--- src/rtl/fifo_arb_pkg.sv ---
// fifo_arb_pkg: shared definitions for the aFIFO write-port arbiter.
//   state_e - controller states (clear sequence, normal run, drain before clear)
//   clog2   - ceiling log2, never less than 1, used to size small counters
package fifo_arb_pkg;

    typedef enum logic [1:0] {
        S_CLEAR = 2'd0,
        S_RUN   = 2'd1,
        S_DRAIN = 2'd2
    } state_e;

    function automatic int clog2(input int value);
        int r;
        r = 1;
        while ((1 << r) < value) r++;
        return r;
    endfunction

endpackage

--- src/rtl/fifo_wr_arbiter_if.sv ---
// fifo_wr_arbiter_if: producer/consumer-side bundle of the write arbiter.
//   Req_in/Data_in/Grant_out       - NUM_REQ producer request/data/grant
//   Fifo_data_out/wen_out/clear_out - aFIFO write and clear pins
//   Fifo_pop_in                     - read-side pop (ReadEn & !Empty)
//   Flush_in/Ready_out/Count_out    - flush request, run status, occupancy
// master: the environment (producers + read side); slave: the arbiter.
interface fifo_wr_arbiter_if #(
    parameter int NUM_REQ       = 4,
    parameter int DATA_WIDTH    = 65,
    parameter int ADDRESS_WIDTH = 2
);
    logic [NUM_REQ-1:0]            Req_in;
    logic [NUM_REQ*DATA_WIDTH-1:0] Data_in;
    logic [NUM_REQ-1:0]            Grant_out;
    logic [DATA_WIDTH-1:0]         Fifo_data_out;
    logic                          Fifo_wen_out;
    logic                          Fifo_clear_out;
    logic                          Fifo_pop_in;
    logic                          Flush_in;
    logic                          Ready_out;
    logic [ADDRESS_WIDTH:0]        Count_out;

    modport master (
        output Req_in, Data_in, Fifo_pop_in, Flush_in,
        input  Grant_out, Fifo_data_out, Fifo_wen_out, Fifo_clear_out,
               Ready_out, Count_out
    );

    modport slave (
        input  Req_in, Data_in, Fifo_pop_in, Flush_in,
        output Grant_out, Fifo_data_out, Fifo_wen_out, Fifo_clear_out,
               Ready_out, Count_out
    );
endinterface

--- src/rtl/fifo_wr_arbiter_rr_pick.sv ---
// rr_pick: combinational round-robin picker.
//   req - request vector; ptr - highest-priority index
//   gnt - one-hot grant; idx - granted index; any - some request granted
// Walking j = 0..NUM_REQ-1 over position (ptr+j) mod NUM_REQ is the
// rotate, taking the first hit is the priority encode, and using the
// unrotated position directly is the rotate-back.
module rr_pick
    import fifo_arb_pkg::*;
#(
    parameter int NUM_REQ = 4,
    parameter int PTR_W   = clog2(NUM_REQ)
) (
    input  logic [NUM_REQ-1:0] req,
    input  logic [PTR_W-1:0]   ptr,
    output logic [NUM_REQ-1:0] gnt,
    output logic [PTR_W-1:0]   idx,
    output logic               any
);
    int pos;

    always_comb begin
        // NOTE: every combinational output gets a default first so no path leaves it unassigned (no latch).
        gnt = '0;
        idx = ptr;
        any = 1'b0;
        pos = 0;
        for (int j = 0; j < NUM_REQ; j++) begin
            pos = j + int'(ptr);
            if (pos >= NUM_REQ) pos = pos - NUM_REQ;
            if (!any && req[pos]) begin
                any      = 1'b1;
                idx      = PTR_W'(pos);
                gnt[pos] = 1'b1;
            end
        end
    end
endmodule

--- src/rtl/fifo_wr_arbiter.sv ---
// fifo_wr_arbiter: shares the write port of one same-clock aFIFO among
// NUM_REQ producers with round-robin arbitration, tracks occupancy
// (aFIFO has no usable full flag) and sequences the FIFO clear at reset
// and after a flush.
//   Clk, Rst_n - clock, synchronous active-low reset
//   bus        - fifo_wr_arbiter_if.slave (requests, FIFO pins, status)
module fifo_wr_arbiter
    import fifo_arb_pkg::*;
#(
    parameter int NUM_REQ       = 4,
    parameter int DATA_WIDTH    = 65,
    parameter int ADDRESS_WIDTH = 2,
    parameter int FIFO_DEPTH    = 1 << ADDRESS_WIDTH,
    parameter int CLEAR_CYCLES  = 2
) (
    input  logic                Clk,
    input  logic                Rst_n,
    fifo_wr_arbiter_if.slave    bus
);
    localparam int PTR_W = clog2(NUM_REQ);
    localparam int CLR_W = clog2(CLEAR_CYCLES);
    localparam int CW    = ADDRESS_WIDTH + 1;
    localparam logic [CW-1:0] CAP = CW'(FIFO_DEPTH - 1);

    state_e                  state_q, state_d;
    logic [CLR_W-1:0]        clr_cnt_q, clr_cnt_d;
    logic [CW-1:0]           count_q, count_d;
    logic [PTR_W-1:0]        ptr_q, ptr_d;
    logic                    wen_q, wen_d;
    logic                    clear_q, clear_d;
    logic [DATA_WIDTH-1:0]   data_q, data_d;

    logic [NUM_REQ-1:0]      pick_gnt;
    logic [PTR_W-1:0]        pick_idx;
    logic                    pick_any;
    logic                    grant_ok, grant_any, pop_eff;
    logic [NUM_REQ-1:0]      gnt;

    rr_pick #(.NUM_REQ(NUM_REQ), .PTR_W(PTR_W)) u_pick (
        .req (bus.Req_in),
        .ptr (ptr_q),
        .gnt (pick_gnt),
        .idx (pick_idx),
        .any (pick_any)
    );

    always_comb begin
        state_d   = state_q;
        clr_cnt_d = clr_cnt_q;
        ptr_d     = ptr_q;
        wen_d     = 1'b0;
        clear_d   = clear_q;
        data_d    = data_q;

        // A pop frees a slot in the same cycle, so a full FIFO can still take a write.
        grant_ok  = (state_q == S_RUN) && !bus.Flush_in &&
                    ((count_q < CAP) || bus.Fifo_pop_in);
        grant_any = grant_ok && pick_any;
        gnt       = grant_ok ? pick_gnt : '0;
        pop_eff   = bus.Fifo_pop_in && (state_q != S_CLEAR);

        if (grant_any) begin
            wen_d  = 1'b1;
            data_d = bus.Data_in[pick_idx*DATA_WIDTH +: DATA_WIDTH];
            ptr_d  = (pick_idx == PTR_W'(NUM_REQ - 1)) ? '0 : pick_idx + 1'b1;
        end

        // Popping an empty count is a protocol error; hold at zero instead of wrapping.
        if (pop_eff && !grant_any && (count_q == '0)) count_d = '0;
        else count_d = count_q + CW'(grant_any) - CW'(pop_eff);

        case (state_q)
            S_CLEAR: begin
                count_d = '0;
                clear_d = 1'b1;
                if (clr_cnt_q == CLR_W'(CLEAR_CYCLES - 1)) begin
                    state_d = S_RUN;
                    clear_d = 1'b0;
                end else begin
                    clr_cnt_d = clr_cnt_q + 1'b1;
                end
            end
            S_RUN: begin
                if (bus.Flush_in) state_d = S_DRAIN;
            end
            S_DRAIN: begin
                // Wait for the last in-flight write to land and be read out.
                if ((count_q == '0) && !wen_q) begin
                    state_d   = S_CLEAR;
                    clr_cnt_d = '0;
                    clear_d   = 1'b1;
                end
            end
            default: begin
                state_d   = S_CLEAR;
                clr_cnt_d = '0;
                clear_d   = 1'b1;
            end
        endcase
    end

    always_ff @(posedge Clk) begin
        // NOTE: sequential state uses non-blocking assignments so all flops update from pre-edge values.
        if (!Rst_n) begin
            state_q   <= S_CLEAR;
            clr_cnt_q <= '0;
            count_q   <= '0;
            ptr_q     <= '0;
            wen_q     <= 1'b0;
            clear_q   <= 1'b1;
            // NOTE: the data register is reset so the FIFO data pins are defined from the first cycle.
            data_q    <= '0;
        end else begin
            state_q   <= state_d;
            clr_cnt_q <= clr_cnt_d;
            count_q   <= count_d;
            ptr_q     <= ptr_d;
            wen_q     <= wen_d;
            clear_q   <= clear_d;
            data_q    <= data_d;
        end
    end

    assert property (@(posedge Clk) disable iff (!Rst_n)
        !(bus.Fifo_pop_in && (state_q != S_CLEAR) && (count_q == '0)))
        else $warning("fifo_wr_arbiter: Fifo_pop_in while Count_out is 0");

    assign bus.Grant_out      = gnt;
    assign bus.Fifo_data_out  = data_q;
    assign bus.Fifo_wen_out   = wen_q;
    assign bus.Fifo_clear_out = clear_q;
    assign bus.Ready_out      = (state_q == S_RUN);
    assign bus.Count_out      = count_q;
endmodule

--- src/flat_wrapper.sv ---
// flat-port wrapper written by rule: the top's interface ports become plain ports
module fifo_wr_arbiter_flat import fifo_arb_pkg::*;
#(
    parameter int NUM_REQ       = 4,
    parameter int DATA_WIDTH    = 65,
    parameter int ADDRESS_WIDTH = 2,
    parameter int FIFO_DEPTH    = 1 << ADDRESS_WIDTH,
    parameter int CLEAR_CYCLES  = 2
)
  (Clk, Rst_n, bus_Req_in, bus_Data_in, bus_Fifo_pop_in, bus_Flush_in, bus_Grant_out, bus_Fifo_data_out, bus_Fifo_wen_out, bus_Fifo_clear_out, bus_Ready_out, bus_Count_out);
  fifo_wr_arbiter_if #(.NUM_REQ(NUM_REQ), .DATA_WIDTH(DATA_WIDTH), .ADDRESS_WIDTH(ADDRESS_WIDTH)) bus_i ();
  input  logic Clk;
  input  logic Rst_n;
  input wire logic [$bits(bus_i.Req_in)-1:0] bus_Req_in;
  input wire logic [$bits(bus_i.Data_in)-1:0] bus_Data_in;
  input wire logic [$bits(bus_i.Fifo_pop_in)-1:0] bus_Fifo_pop_in;
  input wire logic [$bits(bus_i.Flush_in)-1:0] bus_Flush_in;
  output wire logic [$bits(bus_i.Grant_out)-1:0] bus_Grant_out;
  output wire logic [$bits(bus_i.Fifo_data_out)-1:0] bus_Fifo_data_out;
  output wire logic [$bits(bus_i.Fifo_wen_out)-1:0] bus_Fifo_wen_out;
  output wire logic [$bits(bus_i.Fifo_clear_out)-1:0] bus_Fifo_clear_out;
  output wire logic [$bits(bus_i.Ready_out)-1:0] bus_Ready_out;
  output wire logic [$bits(bus_i.Count_out)-1:0] bus_Count_out;
  assign bus_i.Req_in = bus_Req_in;
  assign bus_i.Data_in = bus_Data_in;
  assign bus_i.Fifo_pop_in = bus_Fifo_pop_in;
  assign bus_i.Flush_in = bus_Flush_in;
  assign bus_Grant_out = bus_i.Grant_out;
  assign bus_Fifo_data_out = bus_i.Fifo_data_out;
  assign bus_Fifo_wen_out = bus_i.Fifo_wen_out;
  assign bus_Fifo_clear_out = bus_i.Fifo_clear_out;
  assign bus_Ready_out = bus_i.Ready_out;
  assign bus_Count_out = bus_i.Count_out;
  fifo_wr_arbiter #(.NUM_REQ(NUM_REQ), .DATA_WIDTH(DATA_WIDTH), .ADDRESS_WIDTH(ADDRESS_WIDTH), .FIFO_DEPTH(FIFO_DEPTH), .CLEAR_CYCLES(CLEAR_CYCLES)) u_core (.Clk(Clk), .Rst_n(Rst_n), .bus(bus_i));
endmodule
--- config.mk ---
export PLATFORM = sky130hd
export DESIGN_NAME = fifo_wr_arbiter_flat
export DESIGN_NICKNAME = d
export VERILOG_FILES = /design/src/rtl/fifo_arb_pkg.sv /design/src/rtl/fifo_wr_arbiter_if.sv /design/src/rtl/fifo_wr_arbiter_rr_pick.sv /design/src/rtl/fifo_wr_arbiter.sv /design/src/flat_wrapper.sv
export SDC_FILE = /design/constraint.sdc
export NUM_CORES = 1
export LEC_CHECK = 0
export ABC_CLOCK_PERIOD_IN_PS = 4860
export CAP_MARGIN = 20
export CORE_AREA = 2 2 131 133
export CTS_CLUSTER_SIZE = 8
export DETAILED_ROUTE_END_ITERATION = 10
export DIE_AREA = 0 0 133 135
export GPL_ROUTABILITY_DRIVEN = 0
export GPL_TIMING_DRIVEN = 1
export PLACE_DENSITY_LB_ADDON = 0.05
export SLEW_MARGIN = 20
export SYNTH_ARGS = -nofsm -noshare
export SYNTH_HDL_FRONTEND = slang
export SYNTH_HIERARCHICAL = 1
export SYNTH_SLANG_ARGS = --single-unit
--- constraint.sdc ---
create_clock -name Clk -period 4.86 [get_ports Clk]
set_clock_uncertainty 0.1 [all_clocks]
set_input_delay 1.458 -clock Clk [delete_from_list [all_inputs] [get_ports Clk]]
set_output_delay 1.458 -clock Clk [all_outputs]
set_load 0.02 [all_outputs]
==> impl_metrics.env <==
export IMPL_grt_max_degree=66
export IMPL_period_minus_slack_ns=4.80
export IMPL_p_per_area_nw_per_um2=276
export IMPL_firstDrtPassIters=5
export IMPL_vias_per_cell=5.50
export IMPL_io_pins=343
export IMPL_std_cell_rows=47
export IMPL_hold_viol=0
export IMPL_clock_latency_ns=0.33
export IMPL_ys_types=44
export IMPL_fin_util_pct=62.4
export IMPL_vdd_ir_drop_max_v=0.000163
export IMPL_syn_avg_cell_area_sq_um=10.9
export IMPL_synthTopCellsByCount="79 x inv_1, 75 x dfxtp_1, 74 x nand2_1, 69 x mux4_2, 50 x o211ai_2"
export IMPL_drtAntennaViolNets=0
export IMPL_dieWidth_microns=133
export IMPL_path_clk_slew_ns=0.06
export IMPL_grt_overflow=0
export IMPL_synth_edf_count=0
export IMPL_cts_sinks=75
export IMPL_initial_core_util_pct=37.6
export IMPL_wl_per_cell_microns=19.2
export IMPL_drtIter0Drc=220
export IMPL_slew_headroom_pct=33.5
export IMPL_synth_seq_cells=75
export IMPL_num_vias=6117
export IMPL_hp_class="flip-flop to flip-flop"
export IMPL_htreeDepth=3
export IMPL_synth_most_common_cell="inv_1"
export IMPL_placed_area_sq_um=9840
export IMPL_drv_slew=0
export IMPL_end_kind="output pin"
export IMPL_io_buffers=342
export IMPL_final_net_count=1169
export IMPL_syn_area_sq_um=6170
export IMPL_cts_tree="built"
export IMPL_dp_hpwl_mm=16.2
export IMPL_critPathMaxStageDelay_ns=0.55
export IMPL_crit_fanout=4
export IMPL_fin_crit_sh_pct=98.8
export IMPL_grt_pass1_wl_mm=32.8
export IMPL_fmax_ghz=0.208
export IMPL_cts_root_buf="clkbuf_16"
export IMPL_synth_cells=564
export IMPL_dieHeight_microns=135
export IMPL_startpoint_type="input pin"
export IMPL_grt_pass1_vias=6300
export IMPL_p_leak_nw=3.72
export IMPL_grt_antenna_before_repair=0
export IMPL_yosysTopAreaCellShare_pct=25.2
export IMPL_async_flop_share_pct=0
export IMPL_cap_violations=0
export IMPL_yosys_area_top_type="mux4_2"
export IMPL_area_delta_synth_final_pct=66.1
export IMPL_drive_gt1_share_pct=25.3
export IMPL_critPathArrivalTime_ns=3.24
export IMPL_cpMaxStageDelayCell="mux4_2"
export IMPL_crit_chain="clkdlybuf4s15_1, mux4_2, nor4b_4, buf_4, nand2_1, o21ai_2, and3_4, buf_6"
export IMPL_die_area_sq_um=18000
export IMPL_crit_buf_inv=3
export IMPL_syn_num_nets=845
export IMPL_ys_warn_count=6
export IMPL_finalWirelength_mm=21.4
export IMPL_finalInstanceArea_sq_um=10200
export IMPL_crit_family="simple AND/OR/NAND/NOR gates"
export IMPL_finalSetupViolCount=0
export IMPL_cts_hold_fix_buffers=0
export IMPL_grt_usage_pct=22.9
export IMPL_status="completed"
export IMPL_seq_area_frac_synth_pct=24.3
export IMPL_crit_required_ns=3.30
export IMPL_synthTopCellsByArea="mux4_2 25%, dfxtp_1 24%, o211ai_2 10%"
export IMPL_cts_buffers=9
export IMPL_synth_ff_type="dfxtp_1"
export IMPL_drc=0
export IMPL_clock_path_buffers=2
export IMPL_diodes=0
export IMPL_coreArea_sq_um=16400
export IMPL_worst_pin_slew_ns=0.998
export IMPL_crit_type="input pin to output pin"
worst register-to-register path, delay by kind of cell, from the launching register on:
kind / cells / cell delay (ns)
compound gates: 2 / 0.15
xor+xnor: 1 / 0.22
fa+ha+maj: 1 / 0.40
buf+inv: 6 / 0.91
flops: 1 / 0.33
mux: 2 / 0.93
simple gates: 1 / 0.39
state kept, by name, summed over array words and instances (netlist names):
register                   cells
u_core/clr_cnt_q               1
u_core/bus.Fifo_wen_out        1
u_core/bus.Fifo_clear_out      1
u_core/state_q                 2
u_core/bus.Count_out           3
u_core/ptr_q                   2
u_core/bus.Fifo_data_out      65
layer usage:
metal | routed length, microns | global-route usage [%] | vias to the layer above
li1 | - | - | 2836
met1 | 7940 | 25.6 | 2987
met4 | 264 | 5.38 | 0
met2 | 11500 | 43.8 | 273
met3 | 1630 | 5.37 | 21
met5 | 0 | 0 | -
cell usage in the layout (no fill, tap or decap), drive strengths merged, types with 2 or more instances in the layout:
cell           count
clkdlybuf4s50    333
inv               78
dfxtp             75
nand2             74
mux4              69
o211ai            66
o221ai            65
buf               38
clkbuf            14
ha                12
nor2               8
o21ai              8
nor2b              4
and3               4
a221oi             4
bufinv             3
a21oi              3
and2               3
mux2i              3
clkinv             2
clkdlybuf4s15      2
o211a              2
nor4               2
a41oi              2
nor3b              2
or2                2
o2111ai            2
nor4b              2
metrics by stage:
stage	std cells	setup slack (ns)	power, W	TNS [ns]	hold WS [ns]
6_report	1113	0.0580	0.00282	0	0.419
5_1_grt	1113	-0.00136	0.00297	-0.00136	0.439
4_1_cts	1111	0.0665	0.00284	0	0.422
3_5_place_dp	1092	-0.569	0.00203	-2.19	0.410
3_3_place_gp	1091	-0.487	0.00200	-1.93	0.401
2_1_floorplan	564	0.526	0.00152	0	0.389
path summary, 6_finish.rpt:
| kind | from | end | slack [ns] | cells after the start |
|---|---|---|---|---|
| worst min register to register | u_core/bus.Fifo_data_out[47] | u_core/bus.Fifo_data_out[47] | 0.42 | 2 |
| worst max register to register | u_core/ptr_q[1] | u_core/bus.Fifo_data_out[40] | 1.28 | 13 |
| worst max-delay path | bus_Req_in[3] | bus_Grant_out[3] | 0.06 | 8 |
| worst min-delay path | u_core/bus.Fifo_data_out[47] | u_core/bus.Fifo_data_out[47] | 0.42 | 2 |
cell type report:
class | count | area (sq um)
fillers | 1296 | 6170
multi-input cells | 348 | 4060
repair buffers | 375 | 3750
flip-flops and latches | 75 | 1500
inverters | 79 | 298
well taps | 220 | 275
clock buffers | 12 | 267
clock inverters | 4 | 95.1
logic make-up after synthesis:
kind of cell	after synthesis	share of synthesized area, %
xor+xnor	2	0.284
simple gates	106	8.10
flops	75	24.3
buf+inv	141	10.8
compound gates	155	28.0
mux	72	25.7
fa+ha+maj	13	2.76
power breakdown:
part	total [W]	leakage [nW]	switching (W)	internal (W)
logic	0.00131	2.93	0.000583	0.000727
registers	0.000707	0.609	0.0000438	0.000663
clock network	0.000806	0.179	0.000263	0.000543
repair_timing:
action | CTS | global route
setup endpoints to repair | 4 | 3
pin swaps | 1 | 3
resized for setup | 23 | 11
cloned | 0 | 0
setup buffers | 3 | 2
No activity file was read; power rests on OpenSTA's default activity.
